File: src/rtl/vga_pkg.sv
// Display timing constants shared by the draw pipeline and gameplay blocks.
package vga_pkg;
    localparam int HOR_PIXELS = 1024;
    localparam int VER_PIXELS = 768;
endpackage

File: src/rtl/char_pkg.sv
// Character controller types, default physics constants and the damage helper.
package char_pkg;
    import vga_pkg::*;

    typedef enum logic [1:0] {
        ST_GROUNDED = 2'd0,
        ST_RISING   = 2'd1,
        ST_FALLING  = 2'd2,
        ST_DEAD     = 2'd3
    } mstate_t;

    localparam int DEF_POS_W         = 12;
    localparam int DEF_SCREEN_W      = HOR_PIXELS;
    localparam int DEF_CHAR_W        = 19;
    localparam int DEF_CHAR_H        = 27;
    localparam int DEF_GROUND_Y      = VER_PIXELS - 52 - 27;
    localparam int DEF_SPAWN_X       = HOR_PIXELS / 5;
    localparam int DEF_TICK_DIV      = 1_083_333;
    localparam int DEF_MOVE_STEP     = 5;
    localparam int DEF_JUMP_V0       = 14;
    localparam int DEF_GRAVITY       = 1;
    localparam int DEF_MAX_FALL      = 12;
    localparam int DEF_HP_MAX        = 10;
    localparam int DEF_INVULN_FRAMES = 30;
    localparam int DEF_ATK_FRAMES    = 8;
    localparam int DEF_ATK_COOLDOWN  = 20;

    // Frame-count timers (invuln, attack, cooldown) share this width.
    localparam int TMR_W = 8;

    function automatic logic [3:0] hp_after_hit(input logic [3:0] hp, input logic [3:0] dmg);
        return (dmg >= hp) ? 4'd0 : hp - dmg;
    endfunction
endpackage

File: src/rtl/char_motion_frame_tick_gen.sv
// Free-running divider producing a registered one-cycle strobe every TICK_DIV clocks.
module frame_tick_gen #(
    parameter int TICK_DIV = 1_083_333
) (
    input  logic clk,
    input  logic rst,
    output logic frame_tick
);
    localparam int CNT_W = (TICK_DIV > 2) ? $clog2(TICK_DIV) : 1;

    logic [CNT_W-1:0] cnt_q, cnt_d;
    logic             tick_q, tick_d;

    // Strobe is registered one count early so it is high exactly while cnt == TICK_DIV-1.
    always_comb begin
        cnt_d  = (cnt_q == CNT_W'(TICK_DIV - 1)) ? '0 : cnt_q + CNT_W'(1);
        tick_d = (cnt_q == CNT_W'(TICK_DIV - 2));
    end

    always_ff @(posedge clk) begin
        if (rst) begin
            cnt_q  <= '0;
            tick_q <= 1'b0;
        end else begin
            cnt_q  <= cnt_d;
            tick_q <= tick_d;
        end
    end

    assign frame_tick = tick_q;
endmodule

File: src/rtl/char_motion.sv
// Player motion/health controller: jump physics FSM, damage with i-frames,
// death/respawn and an edge-triggered attack with cooldown.
module char_motion
    import char_pkg::*;
#(
    parameter int POS_W         = DEF_POS_W,
    parameter int SCREEN_W      = DEF_SCREEN_W,
    parameter int CHAR_W        = DEF_CHAR_W,
    parameter int CHAR_H        = DEF_CHAR_H,
    parameter int GROUND_Y      = DEF_GROUND_Y,
    parameter int SPAWN_X       = DEF_SPAWN_X,
    parameter int TICK_DIV      = DEF_TICK_DIV,
    parameter int MOVE_STEP     = DEF_MOVE_STEP,
    parameter int JUMP_V0       = DEF_JUMP_V0,
    parameter int GRAVITY       = DEF_GRAVITY,
    parameter int MAX_FALL      = DEF_MAX_FALL,
    parameter int HP_MAX        = DEF_HP_MAX,
    parameter int INVULN_FRAMES = DEF_INVULN_FRAMES,
    parameter int ATK_FRAMES    = DEF_ATK_FRAMES,
    parameter int ATK_COOLDOWN  = DEF_ATK_COOLDOWN
) (
    input  logic             clk,
    input  logic             rst,
    input  logic             stepleft,
    input  logic             stepright,
    input  logic             stepjump,
    input  logic             on_ground,
    input  logic             mouse_left,
    input  logic             hit,
    input  logic [3:0]       hit_dmg,
    input  logic             respawn,
    output logic [POS_W-1:0] pos_x,
    output logic [POS_W-1:0] pos_y,
    output logic [POS_W-1:0] ground_lvl,
    output logic [3:0]       char_hp,
    output logic             flip_h,
    output logic             draw_weapon,
    output logic             invuln,
    output logic             alive,
    output logic             frame_tick,
    output logic [1:0]       mstate
);
    // state     | meaning
    // GROUNDED  | standing on a surface, may jump or walk off
    // RISING    | upward velocity, decays by GRAVITY each frame
    // FALLING   | downward velocity, capped at MAX_FALL, lands on on_ground/floor
    // DEAD      | HP exhausted, frozen until respawn

    localparam logic [POS_W-1:0]          X_SPAWN  = POS_W'(SPAWN_X);
    localparam logic [POS_W-1:0]          Y_GND    = POS_W'(GROUND_Y);
    localparam logic [POS_W-1:0]          X_MIN    = POS_W'(CHAR_W + MOVE_STEP);
    localparam logic [POS_W-1:0]          X_MAX    = POS_W'(SCREEN_W - CHAR_W - MOVE_STEP);
    localparam logic [POS_W-1:0]          X_STEP   = POS_W'(MOVE_STEP);
    localparam logic signed [POS_W+1:0]   Y_GND_S  = (POS_W+2)'(GROUND_Y);
    localparam logic signed [7:0]         V_JUMP   = 8'(JUMP_V0);
    localparam logic signed [7:0]         V_GRAV   = 8'(GRAVITY);
    localparam logic signed [7:0]         V_MIN    = -8'(MAX_FALL);
    localparam logic [3:0]                HP_FULL  = 4'(HP_MAX);

    logic [POS_W-1:0]  pos_x_q, pos_x_d, pos_y_q, pos_y_d;
    logic signed [7:0] vel_y_q, vel_y_d;
    mstate_t           state_q, state_d;
    logic [3:0]        hp_q, hp_d;
    logic              flip_q, flip_d, draw_q, draw_d, mouse_prev_q, mouse_prev_d;
    logic [TMR_W-1:0]  inv_cnt_q, inv_cnt_d, atk_cnt_q, atk_cnt_d, cd_cnt_q, cd_cnt_d;

    logic                    tick;
    logic signed [POS_W+1:0] y_next;
    logic signed [7:0]       vel_dec;
    logic                    hit_ok;

    frame_tick_gen #(.TICK_DIV(TICK_DIV)) u_tick (
        .clk        (clk),
        .rst        (rst),
        .frame_tick (tick)
    );

    always_comb begin
        pos_x_d      = pos_x_q;
        pos_y_d      = pos_y_q;
        vel_y_d      = vel_y_q;
        state_d      = state_q;
        hp_d         = hp_q;
        flip_d       = flip_q;
        draw_d       = draw_q;
        inv_cnt_d    = inv_cnt_q;
        atk_cnt_d    = atk_cnt_q;
        cd_cnt_d     = cd_cnt_q;
        mouse_prev_d = mouse_left;
        y_next       = $signed({2'b00, pos_y_q}) - (POS_W+2)'(vel_y_q);
        vel_dec      = vel_y_q - V_GRAV;
        hit_ok       = hit && (state_q != ST_DEAD) && (inv_cnt_q == '0);

        if (state_q != ST_DEAD) begin
            if (stepleft)
                flip_d = 1'b1;
            else if (stepright)
                flip_d = 1'b0;

            if (tick) begin
                if (stepleft) begin
                    if (pos_x_q > X_MIN) pos_x_d = pos_x_q - X_STEP;
                end else if (stepright) begin
                    if (pos_x_q < X_MAX) pos_x_d = pos_x_q + X_STEP;
                end

                case (state_q)
                    ST_GROUNDED: begin
                        if (stepjump && on_ground) begin
                            state_d = ST_RISING;
                            vel_y_d = V_JUMP;
                        end else if (!on_ground) begin
                            state_d = ST_FALLING;
                            vel_y_d = '0;
                        end
                    end
                    ST_RISING: begin
                        if (y_next[POS_W+1]) begin
                            pos_y_d = '0;
                            vel_y_d = '0;
                            state_d = ST_FALLING;
                        end else begin
                            pos_y_d = y_next[POS_W-1:0];
                            vel_y_d = vel_dec;
                            if (vel_dec <= 8'sd0) state_d = ST_FALLING;
                        end
                    end
                    ST_FALLING: begin
                        if (on_ground) begin
                            state_d = ST_GROUNDED;
                            vel_y_d = '0;
                        end else if (y_next >= Y_GND_S) begin
                            pos_y_d = Y_GND;
                            vel_y_d = '0;
                            state_d = ST_GROUNDED;
                        end else if (y_next[POS_W+1]) begin
                            pos_y_d = '0;
                            vel_y_d = '0;
                        end else begin
                            pos_y_d = y_next[POS_W-1:0];
                            vel_y_d = (vel_dec < V_MIN) ? V_MIN : vel_dec;
                        end
                    end
                    default: ;
                endcase
            end
        end

        if (tick) begin
            if (inv_cnt_q != '0) inv_cnt_d = inv_cnt_q - TMR_W'(1);
            if (atk_cnt_q != '0) begin
                atk_cnt_d = atk_cnt_q - TMR_W'(1);
                if (atk_cnt_q == TMR_W'(1)) begin
                    draw_d   = 1'b0;
                    cd_cnt_d = TMR_W'(ATK_COOLDOWN);
                end
            end else if (cd_cnt_q != '0) begin
                cd_cnt_d = cd_cnt_q - TMR_W'(1);
            end
        end

        if (mouse_left && !mouse_prev_q && atk_cnt_q == '0 && cd_cnt_q == '0
            && state_q != ST_DEAD) begin
            draw_d    = 1'b1;
            atk_cnt_d = TMR_W'(ATK_FRAMES);
        end

        // A hit overrides the frame decrement so the i-frame window is always full length.
        if (hit_ok) begin
            hp_d      = hp_after_hit(hp_q, hit_dmg);
            inv_cnt_d = TMR_W'(INVULN_FRAMES);
            if (hp_d == 4'd0) begin
                state_d   = ST_DEAD;
                draw_d    = 1'b0;
                atk_cnt_d = '0;
                cd_cnt_d  = '0;
            end
        end

        if (state_q == ST_DEAD && respawn) begin
            pos_x_d   = X_SPAWN;
            pos_y_d   = Y_GND;
            vel_y_d   = '0;
            state_d   = ST_GROUNDED;
            hp_d      = HP_FULL;
            flip_d    = 1'b0;
            draw_d    = 1'b0;
            inv_cnt_d = '0;
            atk_cnt_d = '0;
            cd_cnt_d  = '0;
        end
    end

    always_ff @(posedge clk) begin
        if (rst) begin
            pos_x_q      <= X_SPAWN;
            pos_y_q      <= Y_GND;
            vel_y_q      <= '0;
            state_q      <= ST_GROUNDED;
            hp_q         <= HP_FULL;
            flip_q       <= 1'b0;
            draw_q       <= 1'b0;
            inv_cnt_q    <= '0;
            atk_cnt_q    <= '0;
            cd_cnt_q     <= '0;
            mouse_prev_q <= 1'b0;
        end else begin
            pos_x_q      <= pos_x_d;
            pos_y_q      <= pos_y_d;
            vel_y_q      <= vel_y_d;
            state_q      <= state_d;
            hp_q         <= hp_d;
            flip_q       <= flip_d;
            draw_q       <= draw_d;
            inv_cnt_q    <= inv_cnt_d;
            atk_cnt_q    <= atk_cnt_d;
            cd_cnt_q     <= cd_cnt_d;
            mouse_prev_q <= mouse_prev_d;
        end
    end

    assign pos_x       = pos_x_q;
    assign pos_y       = pos_y_q;
    assign ground_lvl  = Y_GND;
    assign char_hp     = hp_q;
    assign flip_h      = flip_q;
    assign draw_weapon = draw_q;
    assign invuln      = (inv_cnt_q != '0);
    assign alive       = (state_q != ST_DEAD);
    assign frame_tick  = tick;
    assign mstate      = state_q;
endmodule

File: config.mk
export PLATFORM = sky130hd
export DESIGN_NAME = char_motion
export DESIGN_NICKNAME = d
export VERILOG_FILES = /design/src/rtl/vga_pkg.sv /design/src/rtl/char_pkg.sv /design/src/rtl/char_motion_frame_tick_gen.sv /design/src/rtl/char_motion.sv
export SDC_FILE = /design/constraint.sdc
export NUM_CORES = 1
export LEC_CHECK = 0
export CORE_MARGIN = 5
export CORE_UTILIZATION = 57
export CTS_BUF_LIST = sky130_fd_sc_hd__clkbuf_16
export DETAILED_ROUTE_END_ITERATION = 8
export PLACE_DENSITY = 0.8
export SYNTH_ARGS = -nofsm -noshare
export SYNTH_HDL_FRONTEND = slang
export SYNTH_SLANG_ARGS = --single-unit
File: constraint.sdc
create_clock -name clk -period 4.2 [get_ports clk]
set_clock_uncertainty 0.15 [all_clocks]
set_input_delay 1.26 -clock clk [delete_from_list [all_inputs] [get_ports clk]]
set_output_delay 1.26 -clock clk [all_outputs]
set_load 0.02 [all_outputs]
==> impl_metrics.ini <==
[run_status]
status = finished clean

[power_and_ir_drop]
clkPwrFrac_pct = 38.0
p_sw_w = 0.000625
power_frac_seq_pct = 42.3
p_per_area_nw_per_um2 = 330
ir_drop_v = 0.000219
leakage_nw = 2.54
switching_share_pct = 29.5
power.internal_w = 0.00150
combPwrFrac_pct = 19.6

[clocking]
hold_buffers = 0
cts_resized = 0
clockBufferDepth = 2
numCtsBuffers = 9
cts_tree = done
cts-root-buf = clkbuf_16
clock_sinks = 87
post_cts_buffers = 0
clkTransAtPathRegs_ns = 0.07
h-tree-depth = 3
worst_skew_pair.late_latency_ns = 0.34

[layout]
drive_gt1_share_pct = 5.38
area_growth_pct = 16.0
fin_nets = 798
antennaDiodeCount = 0

[detailed_routing]
avgRoutedWirePerCell_um = 14.4
drt_first_pass_iters = 5
avgViaCountPerCell = 5.76
via_count = 5049
drc = 0
routed_wl_um = 12600
ant_nets = 0
drt-initial-drc-count = 220

[worst_setup_path]
regToRegSetupSlack_ns = 0.63
worst_r2r_endpoint = vel_y_q[4]$_SDFFE_PP0P_
critical_path.startpoint = stepleft
critical_path.endpoint = pos_x[10]$_SDFFE_PP0P_
worst-path-buf-inv = 2
cp.depth = 12
timing_worst_setup_path_type = in -> reg
start_kind = input pin
r2r.worst_path.cells = 12
timing.rr.start = vel_y_q[1]$_SDFFE_PP0P_
cp_top_family = compound AO/OA/AOI/OAI gates
cp_cell_sequence = clkdlybuf4s50_1 -> inv_1 -> fa_1 -> nor2b_1 -> o21ai_0 -> a21boi_0 -> o21ai_0 -> a21boi_0 -> o21ai_0 -> a21oi_1 -> nor3_1 -> a211o_1
cp-end-kind = flip-flop
cpPeakStageDelay_ns = 0.48
worstPathRequired_ns = 4.28
path_common_cell = o21ai_0
critical_path.slowest_cell = clkdlybuf4s50_1
cp_max_fo = 3
critical_path_arrival_ns = 3.83

[global_routing]
gr-usage-all-layers_pct = 22.1
grt_pass1_vias = 4899
grt_overflow = 0
grt_pass1_wl_um = 21500
grt_max_degree = 22
antenna_found_initial = 0

[yosys]
yosysWarnings = 0
syn_inst = 690
ys.flop_type = dfxtp_1
synthDistinctLibCells = 64
synth_edf_count = 0
synth.cell_area_um2 = 5530
seq_area_frac_synth_pct = 31.5
synth.avg_cell_area_um2 = 8.02
ys_seq_elements = 87
synthArstFlopShare_pct = 0

[floorplanning]
dieArea_um2 = 11800
initial_core_util_pct = 57.4
rows = 36
fp.dieH_um = 109
core_area_um2 = 9640
die_x_um = 109
num_io_pins = 60

[timing]
final-hold-violation-count = 0
tightest_slew_ns = 0.625
setup_viol = 0
min_period_ns = 3.75
holdWs_ns = 0.315
max_slew_margin_pct = 58.1
fin_crit_sh_pct = 89.2
setup_tns_ns = 0
fmax_mhz = 267
rsz0062_at_grt = false
final_max_slew_viol_count = 0

[place]
port-buffer-count = 47
gp_congestion = 0.913
dpl.hpwl_um = 9590

[hold_path]
hp-class = reg -> reg

[flow_run]
maxCapViolCount = 0
==> cells in the final DEF (no fill, tap or decap), drive strengths merged, types with 10 or more instances in the layout <==
cell type	count
conb	12
nand3	22
nor2	84
nor2b	11
xor2	24
ha	43
dfxtp	87
clkdlybuf4s50	47
and3	10
nand2b	11
o21ai	36
inv	50
nor3	20
a21oi	44
nand2	58
xnor2	29
==> registers in the layout (all words and copies together) (netlist names), 2 cells and up <==
register / cells
atk_cnt_q: 8
cd_cnt_q: 8
char_hp: 4
inv_cnt_q: 8
mstate: 2
pos_x: 12
pos_y: 12
u_tick.cnt_q: 21
vel_y_q: 8
==> area by class of cell <==
| type | instances | area, um^2 |
|---|---|---|
| clock buffers | 9 | 225 |
| clock inverters | 7 | 72.6 |
| fillers | 821 | 3220 |
| inverters | 47 | 176 |
| multi-input cells | 538 | 3500 |
| flip-flops and latches | 87 | 1740 |
| well taps | 133 | 166 |
| repair buffers | 56 | 538 |
==> kinds of logic after synthesis <==
family	count (synthesis)	share of synthesized area, %
AOI/OAI and AO/OA	162	19.5
xor gates and xnor gates	53	8.53
adders and majority gates	46	10.8
buffers and inverters	75	5.95
DFF	87	31.5
muxes	2	0.362
other	2	0.136
and+or+nand+nor	263	23.2
==> through the flow <==
stage	instance area, um^2	util, %	setup WS (ns)	instances	total power [W]
4_1_cts	6420	66.6	0.472	877	0.00213
3_5_place_dp	6120	63.5	0.110	861	0.00133
3_3_place_gp	6120	63.5	0.181	861	0.00131
5_1_grt	6420	66.6	0.166	877	0.00222
6_report	6420	66.6	0.454	877	0.00212
2_1_floorplan	5570	-	0.789	700	0.00120
==> worst min-delay path by stage <==
stage | from | end | cells past startpoint
global placement | draw_weapon$_SDFF_PP0_ | draw_weapon$_SDFF_PP0_ | 2
floorplan | u_tick.cnt_q[0]$_SDFF_PP0_ | u_tick.cnt_q[0]$_SDFF_PP0_ | 1
finish | draw_weapon$_SDFF_PP0_ | draw_weapon$_SDFF_PP0_ | 2
detailed placement | draw_weapon$_SDFF_PP0_ | draw_weapon$_SDFF_PP0_ | 2
global route | draw_weapon$_SDFF_PP0_ | draw_weapon$_SDFF_PP0_ | 2
CTS | draw_weapon$_SDFF_PP0_ | draw_weapon$_SDFF_PP0_ | 2
==> synthesized netlist by cell type, types with 7 or more instances <==
cell type | count | area (um^2)
o21ai_0 | 33 | 165
xor2_1 | 23 | 201
a21o_1 | 8 | 60.1
clkbuf_1 | 13 | 48.8
o22ai_1 | 9 | 56.3
xnor2_1 | 29 | 254
a21oi_1 | 43 | 215
nor3_1 | 20 | 100
nand3_1 | 22 | 110
nand4_1 | 7 | 43.8
nand2_1 | 58 | 218
buf_4 | 12 | 90.1
nor2_1 | 84 | 315
dfxtp_1 | 87 | 1740
or3_1 | 7 | 43.8
and3_1 | 10 | 62.6
nor2b_1 | 11 | 68.8
o31ai_1 | 7 | 52.6
inv_1 | 47 | 176
ha_1 | 43 | 538
nand2b_1 | 10 | 62.6
o311ai_0 | 8 | 70.1
==> metal layers <==
metal / vias up / wire [um] / global-route usage [%]
met5: - / 0 / 0
met2: 141 / 6240 / 38.7
met4: 0 / 224 / 8.93
met1: 2373 / 5610 / 27.2
met3: 21 / 556 / 3.10
li1: 2514 / - / -
==> power groups by stage <==
stage | registers [W] | clock network [W] | logic (W)
6_report | 0.000898 | 0.000807 | 0.000416
5_1_grt | 0.000901 | 0.000856 | 0.000463
4_1_cts | 0.000897 | 0.000816 | 0.000416
3_5_place_dp | 0.000915 | 0 | 0.000413
3_3_place_gp | 0.000914 | 0 | 0.000399
2_1_floorplan | 0.000927 | 0 | 0.000273
==> worst min-delay path, cell delays in order (launching register included) <==
cell	delay (ns)
dfxtp_1	0.32
inv_1	0.05
o22ai_1	0.05
(Power assumes the default switching activity.)
